[config.mk]
export PLATFORM = sky130hd
export DESIGN_NAME = if_fetch_queue
export DESIGN_NICKNAME = d
export VERILOG_FILES = /design/src/rtl/rv32i_pkg.sv /design/src/rtl/ifq_fifo.sv /design/src/rtl/if_fetch_queue.sv
export SDC_FILE = /design/constraint.sdc
export NUM_CORES = 1
export LEC_CHECK = 0
export BUFFER_PORTS_ARGS = -buffer_cell sky130_fd_sc_hd__buf_2
export CORE_MARGIN = 5
export CORE_UTILIZATION = 40
export CTS_BUF_LIST = sky130_fd_sc_hd__clkbuf_4 sky130_fd_sc_hd__clkbuf_8
export CTS_CLUSTER_SIZE = 16
export DETAILED_ROUTE_END_ITERATION = 8
export PLACE_DENSITY = 0.63
export SYNTH_ARGS = -nofsm -noshare
export SYNTH_HDL_FRONTEND = slang
export SYNTH_SLANG_ARGS = --single-unit
[constraint.sdc]
create_clock -name clk -period 5.15 [get_ports clk]
set_clock_uncertainty 0.1 [all_clocks]
set_input_delay 1.03 -clock clk [delete_from_list [all_inputs] [get_ports clk]]
set_output_delay 1.03 -clock clk [all_outputs]
set_load 0.03 [all_outputs]
[src/rtl/rv32i_pkg.sv]
// Shared RV32I front-end types and constants.
package rv32i_pkg;

    typedef struct packed {
        logic [31:0] pc;
        logic [31:0] instr;
    } fetch_entry_t;

    localparam logic [31:0] INSTR_NOP     = 32'h00000013;
    localparam int unsigned IFQ_DEPTH_DEF = 4;

endpackage

[src/rtl/ifq_fifo.sv]
// Synchronous FIFO of fetch entries with flush and occupancy count.
module ifq_fifo
    import rv32i_pkg::*;
#(
    parameter int unsigned Depth = 4,
    localparam int unsigned PtrW = (Depth > 1) ? $clog2(Depth) : 1,
    localparam int unsigned CntW = $clog2(Depth) + 1
) (
    input  logic            clk,
    input  logic            rst,
    input  logic            flush,
    input  logic            push,
    input  fetch_entry_t    wdata,
    input  logic            pop,
    output fetch_entry_t    rdata,
    output logic [CntW-1:0] count
);

    fetch_entry_t    mem [Depth];
    logic [PtrW-1:0] wr_ptr_q, wr_ptr_d;
    logic [PtrW-1:0] rd_ptr_q, rd_ptr_d;
    logic [CntW-1:0] count_q, count_d;

    function automatic logic [PtrW-1:0] ptr_inc(input logic [PtrW-1:0] p);
        return (p == PtrW'(Depth - 1)) ? '0 : p + PtrW'(1);
    endfunction

    always_comb begin
        wr_ptr_d = wr_ptr_q;
        rd_ptr_d = rd_ptr_q;
        count_d  = count_q;
        if (flush) begin
            wr_ptr_d = '0;
            rd_ptr_d = '0;
            count_d  = '0;
        end else begin
            if (push) wr_ptr_d = ptr_inc(wr_ptr_q);
            if (pop)  rd_ptr_d = ptr_inc(rd_ptr_q);
            count_d = count_q + CntW'(push) - CntW'(pop);
        end
    end

    always_ff @(posedge clk or posedge rst) begin
        if (rst) begin
            wr_ptr_q <= '0;
            rd_ptr_q <= '0;
            count_q  <= '0;
        end else begin
            wr_ptr_q <= wr_ptr_d;
            rd_ptr_q <= rd_ptr_d;
            count_q  <= count_d;
        end
    end

    always_ff @(posedge clk) begin
        if (push && !flush) mem[wr_ptr_q] <= wdata;
    end

    // Empty reads as zero so the head never exposes stale storage.
    assign rdata = (count_q == '0) ? '0 : mem[rd_ptr_q];
    assign count = count_q;

endmodule

[src/rtl/if_fetch_queue.sv]
// Instruction-fetch front end: issues imem requests, tracks in-flight fetches, queues results.
// Optional macro IFQ_BYPASS_EN forwards a response straight to decode when the queue is empty.
module if_fetch_queue
    import rv32i_pkg::*;
#(
    parameter int unsigned DEPTH     = IFQ_DEPTH_DEF,
    parameter int unsigned MAX_OUTST = 2
) (
    input  logic        clk,
    input  logic        rst,
    input  logic [31:0] pc_current,
    input  logic        pc_flush,
    output logic        pc_write,
    output logic [31:0] pc_next,
    output logic        imem_req,
    output logic [31:0] imem_addr,
    input  logic        imem_gnt,
    input  logic        imem_rvalid,
    input  logic [31:0] imem_rdata,
    output logic        if_valid,
    output logic [31:0] if_pc,
    output logic [31:0] if_instr,
    input  logic        if_ready
);

    localparam int unsigned QCntW = $clog2(DEPTH) + 1;
    localparam int unsigned PCntW = $clog2(MAX_OUTST) + 1;

    logic             started_q;
    logic [1:0]       outst_q, outst_d;
    logic [1:0]       drop_q, drop_d;

    logic             accept, rsp, rsp_keep;
    logic             q_valid, q_push, q_pop;
    logic             byp_valid, byp_take;
    logic [QCntW-1:0] q_count;
    fetch_entry_t     q_wdata, q_rdata;
    fetch_entry_t     pend_wdata, pend_rdata;
    logic [PCntW-1:0] pend_count_unused;
    logic [31:0]      pend_instr_unused;

    // Credit check reserves a queue slot for every request in flight.
    assign imem_req  = started_q & ~pc_flush & (32'(outst_q) < MAX_OUTST)
                     & ((32'(q_count) + 32'(outst_q)) < DEPTH);
    assign accept    = imem_req & imem_gnt;
    assign pc_write  = accept;
    assign pc_next   = pc_current + 32'd4;
    assign imem_addr = {pc_current[31:2], 2'b00};

    // Responses with nothing outstanding are protocol errors and are ignored.
    assign rsp      = imem_rvalid & (outst_q != 2'd0);
    assign rsp_keep = rsp & (drop_q == 2'd0);
    assign q_valid  = (q_count != '0);

`ifdef IFQ_BYPASS_EN
    assign byp_valid = rsp_keep & ~q_valid;
`else
    assign byp_valid = 1'b0;
`endif
    assign byp_take = byp_valid & if_ready;

    assign q_push = rsp_keep & ~byp_take & ~pc_flush;
    assign q_pop  = q_valid & if_ready;

    assign pend_wdata = '{pc: pc_current, instr: INSTR_NOP};
    assign q_wdata    = '{pc: pend_rdata.pc, instr: imem_rdata};
    assign pend_instr_unused = pend_rdata.instr;

    assign if_valid = q_valid | byp_valid;
    assign if_pc    = byp_valid ? pend_rdata.pc : q_rdata.pc;
    assign if_instr = byp_valid ? imem_rdata    : q_rdata.instr;

    always_comb begin
        outst_d = outst_q + 2'(accept) - 2'(rsp);
        drop_d  = drop_q;
        // Everything still in flight after a redirect is stale.
        if (pc_flush) begin
            drop_d = outst_q - 2'(rsp);
        end else if (rsp && (drop_q != 2'd0)) begin
            drop_d = drop_q - 2'd1;
        end
    end

    always_ff @(posedge clk or posedge rst) begin
        if (rst) begin
            started_q <= 1'b0;
            outst_q   <= 2'd0;
            drop_q    <= 2'd0;
        end else begin
            started_q <= 1'b1;
            outst_q   <= outst_d;
            drop_q    <= drop_d;
        end
    end

    ifq_fifo #(
        .Depth (MAX_OUTST)
    ) u_pend_fifo (
        .clk   (clk),
        .rst   (rst),
        .flush (1'b0),
        .push  (accept),
        .wdata (pend_wdata),
        .pop   (rsp),
        .rdata (pend_rdata),
        .count (pend_count_unused)
    );

    ifq_fifo #(
        .Depth (DEPTH)
    ) u_queue (
        .clk   (clk),
        .rst   (rst),
        .flush (pc_flush),
        .push  (q_push),
        .wdata (q_wdata),
        .pop   (q_pop),
        .rdata (q_rdata),
        .count (q_count)
    );

    rvalid_without_request: assert property (
        @(posedge clk) disable iff (rst) imem_rvalid |-> (outst_q != 2'd0)
    ) else $error("imem_rvalid with no outstanding request");

endmodule

==> flow_summary.ini <==
[drt]
vias = 7106
dr.first_iter.drc_count = 356
drt-pass1-iter-count = 4
antenna_left = 0
via_per_inst = 4.89
wl_um = 27800
routedWlPerCell_um = 19.2
drc_errors = 0

[floorplanning]
dieArea_mm2 = 0.0384
io_pins = 201
die-width_um = 196
die_h_um = 196
start_util_pct = 40.3
core-area_mm2 = 0.0343
row_count = 68

[worst_setup_path]
crit_fanout = 17
cp_cell_sequence = buf_2 > nand4_2 > or4_1 > nor4_1 > xor2_1 > buf_2
critPathTopFamily = simple AND/OR/NAND/NOR gates
slowest_delay_ns = 0.81
crit_path_start_kind = input port
cp_slowest_cell = or4_1
endpoint_kind = primary output
cp_common_cell = buf_2
path_buf_inv = 2
cp_data_required_time_ns = 4.02
critical_path_class = input port to primary output
critPathArrivalTime_ns = 3.05

[timing]
setup_tns_ns = 0
period_share_pct = 81.1
setup_viol = 0
clock.fmax_mhz = 240
finalHoldViolations = 0
worst_slew_pin_slew_ns = 1.09
fin_ws_ns = 0.975
drv_slew = 0
grt_setup_unrepaired = no
period_needed_ns = 4.18
slew_headroom_pct = 27.1

[cts]
cts_resized = 0
clock_latency_ns = 0.58
cts_hold_buf = 0
tritoncts = done
cts.sink_count = 336
cts_root_buf = clkbuf_8
cts.clk_slew.worst_paths_ns = 0.05
cts_buffer_depth = 3
cts_buffers = 57
htree_levels = 2
cts_setup_buffers = 0

[pwr]
finalPower_mw = 7.83
powerDensity_mw_per_mm2 = 484
swShare_pct = 31.9
comb_power_share_pct = 27.4
netSwitchingPower_mw = 2.50
seqPwrFrac_pct = 43.7
peakVddDrop_v = 0.000213
p_leak_nw = 5.83
p_int_mw = 5.33
clkPwrFrac_pct = 28.9

[cells_and_area]
fin_nets = 1042
fillers = 2976
multi_input_area_mm2 = 0.00337
drive_gt1_share_pct = 37.6
fin_util_pct = 47.2
seq_area_mm2 = 0.0100
area_growth_pct = 17.0
antenna_cells = 0

[synthesis]
yosysUniqueCellTypes = 36
synth_cells = 759
yosysSeqAreaShare_pct = 72.4
ys_warn_count = 0
synth.top_cells.by_area = edfxtp_1, mux4_2, and2_1, dfrtp_1, mux2i_1
syn_area_per_cell_um2 = 18.2
synth_top_area_share_pct = 69.5
synth_seq_cells = 336
yosysTopAreaCell = edfxtp_1
synth_area_mm2 = 0.0138

[global_routing]
grt_pass1_vias = 7570
overflow = 0
antenna_found_initial = 0
grt_pass1_wl_um = 43800
grt_max_degree = 67
grt_usage_pct = 14.6

[placed_design]
post-dp-hpwl_um = 16200
portBuffers = 198
pre_cts_ws_ns = 0.925
place_congestion = 0.705

[job]
cap_violations = 0

[hold_path]
hp-class = flop to flop

[status]
status = finished clean
-- synth_stat cells (all sizes together) --
| cell | number |
|---|---|
| xnor2 | 16 |
| and4 | 3 |
| xor2 | 21 |
| dfrtp | 16 |
| nand2 | 19 |
| nor2 | 44 |
| nor2b | 1 |
| nor3 | 10 |
| or4b | 1 |
| ha | 14 |
| clkbuf | 22 |
| nor4 | 11 |
| or4 | 1 |
| nand4 | 3 |
| edfxtp | 320 |
| inv | 21 |
| a311oi | 1 |
| a21oi | 5 |
| o21ai | 1 |
| buf | 44 |
| o21a | 1 |
| nand3 | 11 |
| mux4 | 64 |
| and2 | 68 |
| conb | 2 |
| mux2i | 33 |
| fa | 1 |
| or3 | 4 |
| and3 | 1 |
-- per-stage QoR --
step	instances	cell area, um2	hold slack (ns)
floorplan	760	13800	0.346
global placement	1353	15100	0.381
global route	1452	16200	0.420
detailed placement	1353	15100	0.387
finish	1452	16200	0.395
CTS	1452	16200	0.398
-- routing by layer --
| layer | track usage, % | routed length (um) |
|---|---|---|
| met5 | 0 | 0 |
| met4 | 4.19 | 502 |
| met3 | 3.52 | 1850 |
| met2 | 24.8 | 13800 |
| met1 | 18.9 | 11700 |
-- cells by family (layout without fill, tap and decap cells) --
| family | after synthesis | in the layout | synth area share (%) |
|---|---|---|---|
| mux | 97 | 97 | 12.8 |
| compound gates | 8 | 8 | 0.335 |
| simple gates | 177 | 177 | 7.20 |
| fa+ha+maj | 15 | 15 | 1.41 |
| buf+inv | 87 | 324 | 3.40 |
| other cells | 2 | 3 | 0.0543 |
| xor+xnor | 37 | 37 | 2.34 |
| flops | 336 | 336 | 72.4 |
-- cell type report --
type | instances | share of cell area [%]
Timing Repair Buffer | 204 | 6.48
Inverter | 21 | 0.487
Sequential cell | 336 | 61.9
Multi-Input combinational cell | 337 | 20.8
Clock inverter | 21 | 0.897
Clock buffer | 78 | 5.83
Tap cell | 455 | 3.52
-- power by group through the flow --
stage | combinational [mW] | sequential (mW) | clock (mW)
6_report | 2.15 | 3.42 | 2.26
5_1_grt | 2.34 | 3.45 | 2.50
4_1_cts | 2.20 | 3.43 | 2.36
3_5_place_dp | 2.20 | 3.49 | 0
3_3_place_gp | 2.16 | 3.48 | 0
2_1_floorplan | 1.63 | 3.37 | 0
-- cells in the final DEF (no fill, tap or decap), types with 3 or more instances in the layout --
cell,n
nand3_1,11
or3_1,3
xor2_1,21
inv_1,21
mux4_2,64
and4_1,3
clkinv_2,5
conb_1,3
mux2i_1,33
nor3_1,5
nor4_1,8
and2_1,64
nor2_1,41
clkinv_1,12
edfxtp_1,320
a21oi_1,5
nor3_2,5
ha_1,14
nand2_1,19
and2_4,4
clkbuf_8,57
xnor2_1,16
clkbuf_4,21
buf_4,5
buf_2,198
dfrtp_1,13
-- sequential cells by signal, indices dropped and copies added (netlist names), 2 cells and up --
name / flops
u_pend_fifo.count: 2
u_queue.mem: 256
u_queue.wr_ptr_q: 2
u_queue.count: 3
u_pend_fifo.mem: 64
outst_q: 2
drop_q: 2
u_queue.rd_ptr_q: 2
-- worst paths after layout --
path / slack [ns] / endpoint / from / cells after the start
max: 0.97 / pc_next[26] / pc_current[5] / 6
min: 0.40 / u_pend_fifo.count[1]$_DFF_PP0_ / u_pend_fifo.count[1]$_DFF_PP0_ / 1
max reg2reg: 2.26 / u_queue.count[2]$_DFF_PP0_ / u_queue.count[2]$_DFF_PP0_ / 11
min reg2reg: 0.40 / u_pend_fifo.count[1]$_DFF_PP0_ / u_pend_fifo.count[1]$_DFF_PP0_ / 1
max in group asynchronous: 4.04 / u_queue.rd_ptr_q[1]$_DFFE_PP0P_ / rst / 2
min in group asynchronous: 0.43 / u_queue.count[1]$_DFF_PP0_ / rst / 2
(Power assumes the default switching activity.)
